$ cat config.mk
export PLATFORM = sky130hd
export DESIGN_NAME = sw_key_stimulus_driver
export DESIGN_NICKNAME = d
export VERILOG_FILES = /design/src/rtl/sw_key_stimulus_driver_pkg.sv /design/src/rtl/stim_cycle_timer.sv /design/src/rtl/sw_key_stimulus_driver.sv
export SDC_FILE = /design/constraint.sdc
export NUM_CORES = 1
export LEC_CHECK = 0
export BUFFER_PORTS_ARGS = -buffer_cell sky130_fd_sc_hd__buf_4
export CORE_UTILIZATION = 62
export CTS_BUF_LIST = sky130_fd_sc_hd__clkbuf_8
export DETAILED_ROUTE_END_ITERATION = 12
export PLACE_DENSITY = 0.87
export SLEW_MARGIN = 20
export SYNTH_ARGS = -nofsm -noshare
export SYNTH_HDL_FRONTEND = slang
export SYNTH_SLANG_ARGS = --single-unit
$ cat constraint.sdc
create_clock -name CLOCK_50 -period 5.6 [get_ports CLOCK_50]
set_input_delay 0.56 -clock CLOCK_50 [delete_from_list [all_inputs] [get_ports CLOCK_50]]
set_output_delay 0.56 -clock CLOCK_50 [all_outputs]
set_load 0.05 [all_outputs]
$ cat src/rtl/sw_key_stimulus_driver_pkg.sv
// Shared definitions for the automated switch/KEY[0] operand-entry driver:
// state encoding, debouncer threshold and operand index constants.
package sw_key_stimulus_driver_pkg;

    typedef enum logic [2:0] {
        IDLE,
        LOAD,
        SETTLE,
        PRESS,
        GAP,
        WAIT_DONE,
        END
    } stim_state_t;

    // Debouncer on the entry side needs this many stable cycles before it accepts a level.
    localparam int DEBOUNCE_THRESH = 1000;

    localparam int NUM_OPS = 4;

    localparam logic [1:0] OP_A = 2'd0;
    localparam logic [1:0] OP_B = 2'd1;
    localparam logic [1:0] OP_C = 2'd2;
    localparam logic [1:0] OP_D = 2'd3;

    // True when a cycle count is non-zero and its terminal value fits in a width-bit counter.
    function automatic bit cyc_fits(input longint val, input int width);
        return (val >= 1) && (val <= ((longint'(1) << width) - 1));
    endfunction

endpackage

$ cat src/rtl/stim_cycle_timer.sv
// Loadable up-counter with synchronous clear and a terminal-count compare,
// shared by every timed phase of the stimulus driver.
module stim_cycle_timer #(
    parameter int CNT_W = 20
) (
    input  logic             CLOCK_50,
    input  logic             rst,
    input  logic             clr,
    input  logic             en,
    input  logic             load,
    input  logic [CNT_W-1:0] load_val,
    input  logic [CNT_W-1:0] tc_val,
    output logic             tc
);

    logic [CNT_W-1:0] cnt_reg;

    always_ff @(posedge CLOCK_50 or negedge rst) begin
        if (!rst) begin
            cnt_reg <= '0;
        end else if (clr) begin
            cnt_reg <= '0;
        end else if (load) begin
            cnt_reg <= load_val;
        end else if (en) begin
            cnt_reg <= cnt_reg + CNT_W'(1);
        end
    end

    assign tc = (cnt_reg == tc_val);

endmodule

$ cat src/rtl/sw_key_stimulus_driver.sv
// Emulates an operator entering operands a..d on SW[16:0] and KEY[0], then
// waits (with timeout) for the execution side to report done.
module sw_key_stimulus_driver
    import sw_key_stimulus_driver_pkg::*;
#(
    parameter int SETTLE_CYC  = 2048,
    parameter int PRESS_CYC   = 16,
    parameter int GAP_CYC     = 64,
    parameter int TIMEOUT_CYC = 1048575,
    parameter int CNT_W       = 20
) (
    input  logic        CLOCK_50,
    input  logic        rst,
    input  logic        go,
    input  logic [15:0] op_a,
    input  logic [15:0] op_b,
    input  logic [15:0] op_c,
    input  logic [15:0] op_d,
    input  logic        done_in,
    output logic [16:0] sw_out,
    output logic        key0_n,
    output logic [1:0]  op_idx,
    output logic        busy,
    output logic        finished,
    output logic        timed_out
);

    if ((SETTLE_CYC <= DEBOUNCE_THRESH) || !cyc_fits(SETTLE_CYC, CNT_W) ||
        !cyc_fits(PRESS_CYC, CNT_W) || !cyc_fits(GAP_CYC, CNT_W) ||
        !cyc_fits(TIMEOUT_CYC, CNT_W)) begin : g_bad_params
        $error("sw_key_stimulus_driver: cycle parameters out of range");
    end

    stim_state_t      state_reg;
    logic [16:0]      sw_out_reg;
    logic             key0_n_reg;
    logic [1:0]       op_idx_reg;
    logic             busy_reg;
    logic             finished_reg;
    logic             timed_out_reg;

    logic             capture;
    logic             timer_clr;
    logic             tc;
    logic [CNT_W-1:0] tc_val;
    logic [15:0]      op_vec   [NUM_OPS];
    logic [15:0]      shadow_q [NUM_OPS];

    assign capture   = (state_reg == IDLE) && go;
    assign op_vec[0] = op_a;
    assign op_vec[1] = op_b;
    assign op_vec[2] = op_c;
    assign op_vec[3] = op_d;

    // Operand snapshot: later changes on op_* must not reach sw_out mid-sequence.
    for (genvar gi = 0; gi < NUM_OPS; gi++) begin : g_shadow
        logic [15:0] slot_reg;
        always_ff @(posedge CLOCK_50 or negedge rst) begin
            if (!rst) begin
                slot_reg <= '0;
            end else if (capture) begin
                slot_reg <= op_vec[gi];
            end
        end
        assign shadow_q[gi] = slot_reg;
    end

    always_comb begin
        tc_val    = '0;
        timer_clr = 1'b0;
        unique case (state_reg)
            IDLE:      timer_clr = 1'b1;
            LOAD:      timer_clr = 1'b1;
            SETTLE: begin
                tc_val    = CNT_W'(SETTLE_CYC - 1);
                timer_clr = tc;
            end
            PRESS: begin
                tc_val    = CNT_W'(PRESS_CYC - 1);
                timer_clr = tc;
            end
            GAP: begin
                tc_val    = CNT_W'(GAP_CYC - 1);
                timer_clr = tc;
            end
            WAIT_DONE: begin
                tc_val    = CNT_W'(TIMEOUT_CYC - 1);
                timer_clr = tc || done_in;
            end
            END:       timer_clr = 1'b1;
            default:   timer_clr = 1'b1;
        endcase
    end

    stim_cycle_timer #(
        .CNT_W(CNT_W)
    ) u_timer (
        .CLOCK_50(CLOCK_50),
        .rst     (rst),
        .clr     (timer_clr),
        .en      (1'b1),
        .load    (1'b0),
        .load_val('0),
        .tc_val  (tc_val),
        .tc      (tc)
    );

    always_ff @(posedge CLOCK_50 or negedge rst) begin
        if (!rst) begin
            state_reg     <= IDLE;
            sw_out_reg    <= '0;
            key0_n_reg    <= 1'b1;
            op_idx_reg    <= OP_A;
            busy_reg      <= 1'b0;
            finished_reg  <= 1'b0;
            timed_out_reg <= 1'b0;
        end else begin
            unique case (state_reg)
                IDLE: begin
                    if (go) begin
                        busy_reg      <= 1'b1;
                        op_idx_reg    <= OP_A;
                        finished_reg  <= 1'b0;
                        timed_out_reg <= 1'b0;
                        state_reg     <= LOAD;
                    end
                end
                LOAD: begin
                    sw_out_reg <= {1'b1, shadow_q[op_idx_reg]};
                    state_reg  <= SETTLE;
                end
                SETTLE: begin
                    if (tc) begin
                        key0_n_reg <= 1'b0;
                        state_reg  <= PRESS;
                    end
                end
                PRESS: begin
                    if (tc) begin
                        key0_n_reg <= 1'b1;
                        state_reg  <= GAP;
                    end
                end
                GAP: begin
                    if (tc) begin
                        if (op_idx_reg == OP_D) begin
                            state_reg <= WAIT_DONE;
                        end else begin
                            op_idx_reg <= op_idx_reg + 2'd1;
                            state_reg  <= LOAD;
                        end
                    end
                end
                WAIT_DONE: begin
                    // done_in takes priority when it coincides with the timeout.
                    if (done_in) begin
                        finished_reg <= 1'b1;
                        busy_reg     <= 1'b0;
                        sw_out_reg   <= '0;
                        state_reg    <= END;
                    end else if (tc) begin
                        timed_out_reg <= 1'b1;
                        busy_reg      <= 1'b0;
                        sw_out_reg    <= '0;
                        state_reg     <= END;
                    end
                end
                END: begin
                    sw_out_reg <= '0;
                    key0_n_reg <= 1'b1;
                    if (!go) begin
                        state_reg <= IDLE;
                    end
                end
                default: state_reg <= IDLE;
            endcase
        end
    end

    assign sw_out    = sw_out_reg;
    assign key0_n    = key0_n_reg;
    assign op_idx    = op_idx_reg;
    assign busy      = busy_reg;
    assign finished  = finished_reg;
    assign timed_out = timed_out_reg;

endmodule

**Word-level counts from Yosys, hierarchy flattened**

Cells that the tools add are included.

- Bits in registers: 110
- Output and inout bits: 23
- Input port bits: 68
- Logic and storage cells: 82

- Add/sub/neg operators: 2
- Reductions and logical operators: 15
- Magnitude comparators: 1
- Eq/ne operators: 18
- Bitwise logic cells: 1
- Mux-type cells: 33

Operators with widths:

| operator | count |
|---|---|
| 20-bit case mux with 4 select lines | 1 |
| 17-bit case mux with 3 select lines | 1 |
| 17-bit 2-to-1 mux | 2 |
| 16-bit binary-select mux with 2-bit select | 1 |
| 16-bit 2-to-1 mux | 2 |
| 3-bit 2-to-1 mux | 8 |
| 3-bit case mux with 7 select lines | 1 |
| 20-bit by 1-bit adder with 20-bit output (second input constant) | 1 |
| 20-bit == test | 1 |
| 20-bit 2-to-1 mux | 1 |
| 2-bit inequality test (second input constant) | 9 |
| 3-bit == test (second input constant) | 3 |
| 3-bit AND reduction | 3 |
| 1-bit case mux with 2 select lines | 4 |
| 4-bit AND reduction | 2 |
| 1-bit 2-to-1 mux | 7 |
| 3-bit by 2-bit == test with 1-bit output (second input constant) | 2 |
| 2-bit 2-to-1 mux | 3 |
| 6-bit AND reduction | 1 |
| 3-bit nonzero test | 2 |
| 2-bit case mux with 2 select lines | 1 |
| 2-bit nonzero test | 2 |
| 3-bit by 1-bit == test with 1-bit output (second input constant) | 1 |
| 3-bit >= comparator (second input constant) | 1 |
| 10 further kinds | 10 |

**Longest topological paths before layout**

Gate-level depths: netlist of run 1.

- Word-level depth: 6
- Mapped depth: 8
- Gate-level depth less buffers: 6

**Hierarchy**

Synthesis of run 1 repeated with hierarchy kept, for this count alone.

- Cells, all modules: 478
- Area total of the unflattened synthesis: 5,592.9 um2

Modules (own cells, without submodules):

| module | cells each | sequential area each (um2) | times used | area an instance (um2) |
|---|---|---|---|---|
| sw_key_stimulus_driver | 295 | 2,253.4 | 1 | 4,017.6 |
| stim_cycle_timer | 183 | 500.5 | 1 | 1,575.3 |

**Worst setup path before layout of run 1**

No wires, ideal clock.

- Kind: register -> register
- From: reg op_idx_reg[0], in the netlist op_idx[0]
- To: reg sw_out_reg[1], in the netlist sw_out[1]
- Arrival: 2.227 ns
- Slack: 3.253 ns
- Stages on the path, launching flop included: 5
- Data required time: 5.479 ns
- Period minus slack after synthesis: 2.347 ns
- Buffers on the path: 2
- Cell sequence: dfrtp_1 > clkbuf_1 > buf_2 > mux4_2 > a22o_1

- Longest elaborated chain between the ends: 5

RTL lines:

| element | line | RTL |
|---|---|---|
| from (decl) | sw_key_stimulus_driver.sv:37 | `logic [1:0] op_idx_reg;` |
| from (signal assigned) | sw_key_stimulus_driver.sv:149 | `op_idx_reg <= op_idx_reg + 2'd1;` |
| 2-bit NOT with 3-bit output (not written as such) | sw_key_stimulus_driver.sv:129 | `sw_out_reg <= {1'b1, shadow_q[op_idx_reg]};` |
| 16-bit binary-select mux with 2-bit select | sw_key_stimulus_driver.sv:129 |  |
| 16-bit 2-to-1 mux (not written as such) (2 in series) | sw_key_stimulus_driver.sv:129 |  |
| 17-bit case mux with 3 select lines | sw_key_stimulus_driver.sv:118 | `unique case (state_reg)` |
| to (signal assigned) | sw_key_stimulus_driver.sv:129 |  |
| to (decl) | sw_key_stimulus_driver.sv:35 | `logic [16:0] sw_out_reg;` |

No other way between the ends. The select of a mux whose other input is x is not followed.
A chain may end at the register's enable or synchronous reset.

**Final worst setup path of run 1**

- From: reg state_reg[1]
- To: reg u_timer.cnt_reg[3]

- Longest elaborated chain between the ends: 6
- Elaborated cells on any way between the ends: 10
- Classes of those cells: eq/ne: 5; mux: 3; reduce/logical: 2

RTL lines:

| element | line | RTL |
|---|---|---|
| from (decl) | sw_key_stimulus_driver.sv:34 | `stim_state_t state_reg;` |
| from (signal assigned) | sw_key_stimulus_driver.sv:110 | `state_reg <= IDLE;` |
| from (signal assigned) | sw_key_stimulus_driver.sv:125 | `state_reg <= LOAD;` |
| from (signal assigned) | sw_key_stimulus_driver.sv:130 | `state_reg <= SETTLE;` |
| 3-bit == test / 3-bit by 2-bit == test with 1-bit output (equally long branches) | sw_key_stimulus_driver.sv:71 | `unique case (state_reg)` |
| 20-bit case mux with 4 select lines | sw_key_stimulus_driver.sv:71 |  |
| 20-bit == test | stim_cycle_timer.sv:30 | `assign tc = (cnt_reg == tc_val);` |
| 1-bit logical OR | sw_key_stimulus_driver.sv:88 | `timer_clr = tc \|\| done_in;` |
| 1-bit case mux with 2 select lines (*) | sw_key_stimulus_driver.sv:71 |  |
| 20-bit 2-to-1 mux (*) | stim_cycle_timer.sv:21 | `end else if (clr) begin` |
| to (signal assigned) | stim_cycle_timer.sv:24 | `cnt_reg <= load_val;` |
| to (signal assigned) | stim_cycle_timer.sv:26 | `cnt_reg <= cnt_reg + CNT_W'(1);` |
| to (decl) | stim_cycle_timer.sv:16 | `logic [CNT_W-1:0] cnt_reg;` |

Mark *: on every way between the ends. The rest lies on a longest branch, timed or not.

==> results of run 1 <==
==> cell families (layout without fill, tap and decap cells) <==
logic type	count (synthesis)	in the layout	synth area share
multiplexers	19	19	0.07761
buffers and inverters	34	117	0.02960
flip-flops	110	110	0.5475
XOR/XNOR	18	18	0.03135
AO/OA/AOI/OAI	45	45	0.07164
AND/OR/NAND/NOR	279	279	0.2373
adder cells (fa/ha/maj)	2	2	0.004974
==> metal layers <==
layer,track usage,vias up,part of all wire
met1,0.3841,1909,0.42
met2,0.4733,142,0.50
met3,0.05224,20,0.061
met4,0.08464,0,0.018
li1,-,1838,-
met5,0,-,0
==> path summary, 6_finish.rpt <==
path,from,end,slack [ns],cells past startpoint
worst min-delay path,rst,u_timer.cnt_reg[12]$_DFF_PN0_,0.12,1
max in group asynchronous,rst,g_shadow[3].slot_reg[12]$_DFFE_PN0P_,4.22,2
worst min register to register,g_shadow[0].slot_reg[2]$_DFFE_PN0P_,g_shadow[0].slot_reg[2]$_DFFE_PN0P_,0.49,2
worst max register to register,state_reg[1]$_DFFE_PN0P_,u_timer.cnt_reg[3]$_DFF_PN0_,2.68,6
min in group CLOCK_50,op_c[5],g_shadow[2].slot_reg[5]$_DFFE_PN0P_,0.36,3
worst max-delay path,state_reg[1]$_DFFE_PN0P_,u_timer.cnt_reg[3]$_DFF_PN0_,2.68,6
==> power breakdown <==
| part | internal (mW) | leakage [nW] | switching [mW] | total (mW) |
|---|---|---|---|---|
| sequential | 1.09 | 1.40 | 0.204 | 1.29 |
| combinational | 0.378 | 1.50 | 0.542 | 0.920 |
| clock | 0.186 | 0.0990 | 0.289 | 0.474 |
==> worst max-delay path, cell delays in order (launching register included) <==
cell and delay [ns]:
sky130_fd_sc_hd__dfrtp_1 0.72, sky130_fd_sc_hd__xor2_1 0.25, sky130_fd_sc_hd__or4_1 0.47, sky130_fd_sc_hd__a32o_2 0.34, sky130_fd_sc_hd__o211ai_1 0.66, sky130_fd_sc_hd__buf_4 0.30
sky130_fd_sc_hd__nor2_1 0.07
==> cell usage in the layout (no fill, tap or decap), drive strengths merged, types with 3 or more instances in the layout <==
cell type and n:
or4 3, nand2 203, buf 95, mux2i 3
o21ai 9, a21o 3, clkbuf 10, inv 8
clkinv 3, nand4 3, nand4b 3, xnor2 9
nor3 5, nor2 29, a21oi 6, and4 3
and2 3, xor2 9, dfrtp 109, nor4 5
a22o 17, nand3 7, mux4 16
==> cell type report <==
class / count / area, um2 / share of cell area
clock buffers: 10 / 137.6 / 0.02310
clock inverters: 6 / 66.31 / 0.01113
inverters: 6 / 22.52 / 0.003780
multi-input cells: 363 / 2137 / 0.3587
flip-flops and latches: 110 / 2754 / 0.4622
well taps: 102 / 127.6 / 0.02142
repair buffers: 95 / 713.2 / 0.1197
==> through the flow <==
step,std cells,power [mW],hold slack (ns),utilization,area [um2]
finish,692,2.684,0.1243,0.7671,5958
global route,692,2.851,0.1600,0.7671,5958
CTS,692,2.693,0.1392,0.7666,5954
detailed placement,676,2.223,0.4585,0.7403,5751
global placement,676,2.154,0.4521,0.7403,5751
floorplan,507,1.926,0.2644,-,5030
==> results.rst, run 1 <==
.. list-table::
   :header-rows: 1

   * - Metric
     - Value
   * - Number of port buffers
     - 90
   * - Width of the chip
     - 92.07 um
   * - Commonest register cell after synthesis
     - sky130_fd_sc_hd__dfrtp_1
   * - # rows
     - 32
   * - Pin count of the biggest net entering global routing
     - 76
   * - Final Hold Vio Count
     - 0
   * - Post-synthesis sequential element count
     - 110
   * - Total half-perimeter wirelength after legalization and detailed placement
     - 7434 um
   * - Number of placed I/O pins
     - 91
   * - Total via count after detailed routing
     - 3909
   * - DRT Pass-1 Iters
     - 5
   * - Clock Latency Late Sink
     - 0.37 ns
   * - Endpoint required time on the critical path
     - 5.86 ns
   * - Total leakage power
     - 3.002 nW
   * - Floorplan die area
     - 8477 um2
   * - Setup TNS after final layout
     - 0 ns
   * - Detailed router's first-iteration violation count
     - 261
   * - Kind of capture point of the worst setup path
     - register
   * - Worst clock skew on the final layout
     - 0.01170 ns
   * - Cell area after synthesis
     - 5030 um2
   * - Cell types occupying the most area after synthesis
     - sky130_fd_sc_hd__dfrtp_1, sky130_fd_sc_hd__nand2_1, sky130_fd_sc_hd__mux4_2
   * - Postcts setup bufs
     - 0
   * - Number of flops mapped to enable cells by yosys
     - 0
   * - CTS buffer count
     - 9
   * - Fraction of final layout cells sized beyond drive strength 1
     - 0.2322
   * - Via count of the first global-routing pass
     - 4013
   * - Per-cell via count in the routed design
     - 5.649
   * - Cts hold-fix bufs
     - 0
   * - Post-synthesis sequential area ratio
     - 0.5475
   * - Post-cts resize count
     - 0
   * - Final WS setup
     - 2.682 ns
   * - Mapped Cells
     - 507
   * - Wire length after detailed routing
     - 11060 um
   * - Proportion of synthesized flip-flops having asynchronous set or reset
     - 1.000
   * - Worst IR drop on VDD
     - 0.0002319 V
   * - Remaining max-slew budget at the tightest pin
     - 0.3548
   * - Max-cap violations
     - 0
   * - Total congestion overflow
     - 0
   * - Max reg flops
     - 64
   * - Core Region
     - 7767 um2
   * - Clock transition at the register clock pins on the worst setup and hold paths after CTS
     - 0.11 ns
   * - Clock tree buffer depth
     - 2
   * - Die outline height
     - 92.07 um
   * - Maximum fanout count along the critical path
     - 18
   * - Synth unique cells
     - 48
   * - Placer Congestion
     - 0.8996
   * - Final count of negative-setup-slack endpoints
     - 0
   * - Synth-to-layout area growth
     - 18.46%
   * - Cell with the most instances after synthesis
     - sky130_fd_sc_hd__nand2_1
   * - Outcome
     - complete, no violations
   * - Synth Area per Inst
     - 9.921 um2
   * - Net Count, Synth
     - 577
   * - Antenna diode instance count
     - 0
   * - Number of antenna-violating nets in the routed design
     - 0
   * - Final worst path period share
     - 0.5210
   * - Most frequent cells after synthesis
     - sky130_fd_sc_hd__nand2_1, sky130_fd_sc_hd__dfrtp_1, sky130_fd_sc_hd__nor2_1
   * - Wire length of the first global-routing pass
     - 18820 um
   * - Clock period minus final worst setup slack
     - 2.918 ns
   * - Post-synthesis cell type with the largest combined area
     - sky130_fd_sc_hd__dfrtp_1
   * - Antenna violations before repair
     - 0
   * - Number of warnings printed during yosys synthesis
     - 0
   * - Crit start category
     - register
   * - Slew Limit Fails
     - 0
   * - Clock tree from TritonCTS
     - built
   * - Average wire per standard cell
     - 15.99 um
   * - Crit path arrival time
     - 3.18 ns
   * - Sinks on the clock net
     - 110
   * - Worst setup timing slack at the placement stage
     - 2.776 ns
   * - Area fraction of the dominant cell type after synthesis
     - 0.5423
   * - Residual DRC count
     - 0
   * - RSZ-0062 raised after global routing
     - false
   * - Worst Hold Class
     - primary input to async pin
   * - Effective utilization at floorplan
     - 0.6476
   * - Power per standard cell area
     - 450.5 nW/um2
   * - Final net count
     - 655
   * - Total global-route track usage
     - 0.2842
   * - Critical Setup Path Class
     - register to register
   * - Total number of H-tree levels
     - 3
   * - Root buffer cell
     - sky130_fd_sc_hd__clkbuf_8
   * - Filler cells
     - 537
   * - Top achievable clock speed
     - 342.7 MHz
   * - Worst Max-Slew Pin Slew
     - 0.9678 ns
No activity file was read; power rests on OpenSTA's default activity.
==> inputs of run 2 (changes only) <==
--- a/config.mk
+++ b/config.mk
@@ -6,10 +6,10 @@
 export NUM_CORES = 1
 export LEC_CHECK = 0
 export BUFFER_PORTS_ARGS = -buffer_cell sky130_fd_sc_hd__buf_4
-export CORE_UTILIZATION = 62
+export CORE_UTILIZATION = 58
 export CTS_BUF_LIST = sky130_fd_sc_hd__clkbuf_8
 export DETAILED_ROUTE_END_ITERATION = 12
-export PLACE_DENSITY = 0.87
+export PLACE_DENSITY = 0.83
 export SLEW_MARGIN = 20
 export SYNTH_ARGS = -nofsm -noshare
 export SYNTH_HDL_FRONTEND = slang
==> constraint.sdc (replaced) <==
create_clock -name CLOCK_50 -period 3.1 [get_ports CLOCK_50]
set_input_delay 0.31 -clock CLOCK_50 [delete_from_list [all_inputs] [get_ports CLOCK_50]]
set_output_delay 0.31 -clock CLOCK_50 [all_outputs]
set_load 0.05 [all_outputs]
==> results.rst, run 2 (same netlist as run 1, synthesis figures left out) <==
.. list-table::
   :header-rows: 1

   * - Metric
     - Value
   * - Effective utilization at floorplan
     - 0.6061 (-0.04149)
   * - Fraction of met3 tracks used by global routing
     - 0.04545 (-0.006784)
   * - RSZ-0062 raised after global routing
     - false
   * - Share of total power consumed by net switching
     - 0.3834 (-0.001983)
   * - Total congestion overflow
     - 0 (unchanged)
   * - Detailed router's first-iteration violation count
     - 218 (-16%)
   * - Total via count after detailed routing
     - 3860 (-1.3%)
   * - Total leakage power
     - 3.022 nW (+0.66%)
   * - Maximum fanout count along the critical path
     - 18 (unchanged)
   * - Number of antenna-violating nets in the routed design
     - 0 (unchanged)
   * - Crit start category
     - register
   * - Total number of H-tree levels
     - 3 (unchanged)
   * - Clock Latency Late Sink
     - 0.38 ns (about the same)
   * - Average wire per standard cell
     - 15.51 um (-3.0%)
   * - Worst clock skew on the final layout
     - 0.01861 ns (+0.006917 ns)
   * - Pin count of the biggest net entering global routing
     - 71 (-6.6%)
   * - Antenna violations before repair
     - 0 (unchanged)
   * - Reg area
     - 2754 um2 (unchanged)
   * - Core Region
     - 8299 um2 (+6.8%)
   * - Slew Limit Fails
     - 0 (unchanged)
   * - Clock Power Share
     - 0.175 (-0.002)
   * - Multi-input gate area in the final layout
     - 2133 um2 (-0.18%)
   * - Worst-path cell chain
     - xor2_1 > or4_1 > a32o_2 > o21ai_4 > a22oi_4 > a22o_1
   * - Most frequent standard cell in the layout excluding fill and tap cells
     - sky130_fd_sc_hd__nand2_1
   * - Setup TNS after final layout
     - 0 ns (unchanged)
   * - Cts hold-fix bufs
     - 0 (unchanged)
   * - Total half-perimeter wirelength after legalization and detailed placement
     - 7534 um (+1.3%)
   * - Highest-count cells in the layout ignoring fill and taps
     - sky130_fd_sc_hd__nand2_1, sky130_fd_sc_hd__dfrtp_1, sky130_fd_sc_hd__buf_4, sky130_fd_sc_hd__nor2_1, sky130_fd_sc_hd__a22o_1
   * - Sinks on the clock net
     - 110 (unchanged)
   * - Clock tree buffer depth
     - 2 (unchanged)
   * - Remaining max-slew budget at the tightest pin
     - 0.3587 (+0.003818)
   * - Postcts setup bufs
     - 0 (unchanged)
   * - Width of the chip
     - 95.13 um (+3.3%)
   * - Comb power frac
     - 0.341 (-0.002)
   * - Outcome
     - complete, no violations
   * - Post-Route Utilization
     - 0.7212 (-0.04583)
   * - # rows
     - 33 (+3.1%)
   * - Per-cell via count in the routed design
     - 5.530 (-2.1%)
   * - Top achievable clock speed
     - 398.5 MHz (+16%)
   * - Endpoint required time on the critical path
     - 3.36 ns (-2.50 ns)
   * - Number of placed I/O pins
     - 91 (unchanged)
   * - Root buffer cell
     - sky130_fd_sc_hd__clkbuf_8
   * - DRT Pass-1 Iters
     - 4 (-1)
   * - Fraction of final layout cells sized beyond drive strength 1
     - 0.2361 (+0.003884)
   * - Wire length of the first global-routing pass
     - 18000 um (-4.3%)
   * - Grt met1 use
     - 0.3550 (-0.02907)
   * - Kind of capture point of the worst setup path
     - register
   * - Switching Power
     - 1.847 mW (+79%)
   * - Total global-route track usage
     - 0.2605 (-0.02368)
   * - Final Hold Vio Count
     - 0 (unchanged)
   * - Power per standard cell area
     - 804.8 nW/um2 (+79%)
   * - Residual DRC count
     - 0 (unchanged)
   * - Synth-to-layout area growth
     - 19.00%
   * - Critical Setup Path Class
     - register to register
   * - Crit path arrival time
     - 2.77 ns (-0.41 ns)
   * - Number of port buffers
     - 90 (unchanged)
   * - Post-Place Cell Area
     - 5789 um2 (+0.67%)
   * - Layer with the highest usage
     - met2
   * - Peak per-stage delay on the critical path
     - 0.73 ns (about the same)
   * - Final std cell area, no fill
     - 5986 um2 (+0.46%)
   * - Die outline height
     - 95.13 um (+3.3%)
   * - CTS buffer count
     - 9 (unchanged)
   * - Worst Hold Class
     - primary input to async pin
   * - Final worst path period share
     - 0.8096 (+0.2885)
   * - Via count of the first global-routing pass
     - 3889 (-3.1%)
   * - Met2 demand-to-capacity share in global routing
     - 0.4232 (-0.05004)
   * - Max reg flops
     - 64 (unchanged)
   * - Max-cap violations
     - 0 (unchanged)
   * - Clock transition at the register clock pins on the worst setup and hold paths after CTS
     - 0.11 ns (about the same)
   * - Worst IR drop on VDD
     - 0.0003516 V (+52%)
   * - Wire length after detailed routing
     - 10830 um (-2.1%)
   * - Sequential fraction of design power
     - 0.484 (+0.004)
   * - Int Power
     - 2.970 mW (+80%)
   * - Post-cts resize count
     - 0 (unchanged)
   * - Cell at the slowest stage of the critical path
     - sky130_fd_sc_hd__dfrtp_1
   * - Final net count
     - 658 (+0.46%)
   * - Clock tree from TritonCTS
     - built
   * - Placer Congestion
     - 0.8767 (-2.5%)
   * - Antenna diode instance count
     - 0 (unchanged)
   * - Floorplan die area
     - 9049 um2 (+6.7%)
   * - Filler cells
     - 602 (+12%)
   * - Final count of negative-setup-slack endpoints
     - 0 (unchanged)
   * - Worst Max-Slew Pin Slew
     - 0.9620 ns (-0.005727 ns)
   * - Hold WS
     - 0.04356 ns (-0.08072 ns)
   * - PnR Total Power
     - 4.817 mW (+79%)
   * - Clock period minus final worst setup slack
     - 2.510 ns (-0.4081 ns)
[run 2: final cells by class]
| cell class | instances | share of cell area |
|---|---|---|
| Inverter | 6 | 0.003763 |
| Clock inverter | 7 | 0.01212 |
| Timing Repair Buffer | 98 | 0.1250 |
| Sequential cell | 110 | 0.4601 |
| Tap cell | 105 | 0.02195 |
| Clock buffer | 9 | 0.02069 |
| Multi-Input combinational cell | 363 | 0.3564 |
[run 2: final timing paths]
| kind | start | end | slack, ns | cells after the start |
|---|---|---|---|---|
| max | state_reg[1]$_DFFE_PN0P_ | sw_out[11]$_DFFE_PN0P_ | 0.59 | 6 |
| min | rst | u_timer.cnt_reg[2]$_DFF_PN0_ | 0.04 | 1 |
| max reg2reg | state_reg[1]$_DFFE_PN0P_ | sw_out[11]$_DFFE_PN0P_ | 0.59 | 6 |
| min reg2reg | g_shadow[3].slot_reg[12]$_DFFE_PN0P_ | g_shadow[3].slot_reg[12]$_DFFE_PN0P_ | 0.48 | 2 |
| max in group asynchronous | rst | state_reg[0]$_DFFE_PN0P_ | 2.34 | 2 |
| min in group CLOCK_50 | op_d[3] | g_shadow[3].slot_reg[3]$_DFFE_PN0P_ | 0.11 | 3 |
[run 2: power groups by stage]
stage          clock network (mW)  logic [mW]  registers (mW)
2_1_floorplan                   0       0.931            2.55
3_3_place_gp                    0        1.59            2.32
3_5_place_dp                    0        1.66            2.35
4_1_cts                     0.854        1.66            2.33
5_1_grt                     0.923        1.81            2.40
6_report                    0.844        1.64            2.33
[run 2: per-layer routing]
layer | part of all wire | routed length [um] | vias up
met4 | 0.014 | 150 | 0
li1 | - | - | 1844
met5 | 0 | 0 | -
met1 | 0.44 | 4721 | 1886
met3 | 0.050 | 540 | 15
met2 | 0.50 | 5416 | 115
[run 2: worst max-delay path: cells and delay by family (launching register included)]
kind / cells / cell delay, ns
AOI/OAI and AO/OA: 4 / 0.99
xor gates and xnor gates: 1 / 0.23
DFF: 1 / 0.73
and+or+nand+nor: 1 / 0.45
[run 2: stage by stage]
step                      instances  setup slack (ns)
after floorplan                 507            0.7525
after global placement          682            0.7173
after detailed placement        682            0.6326
after CTS                       698            0.6151
after global routing            698            0.4391
final                           698            0.5903
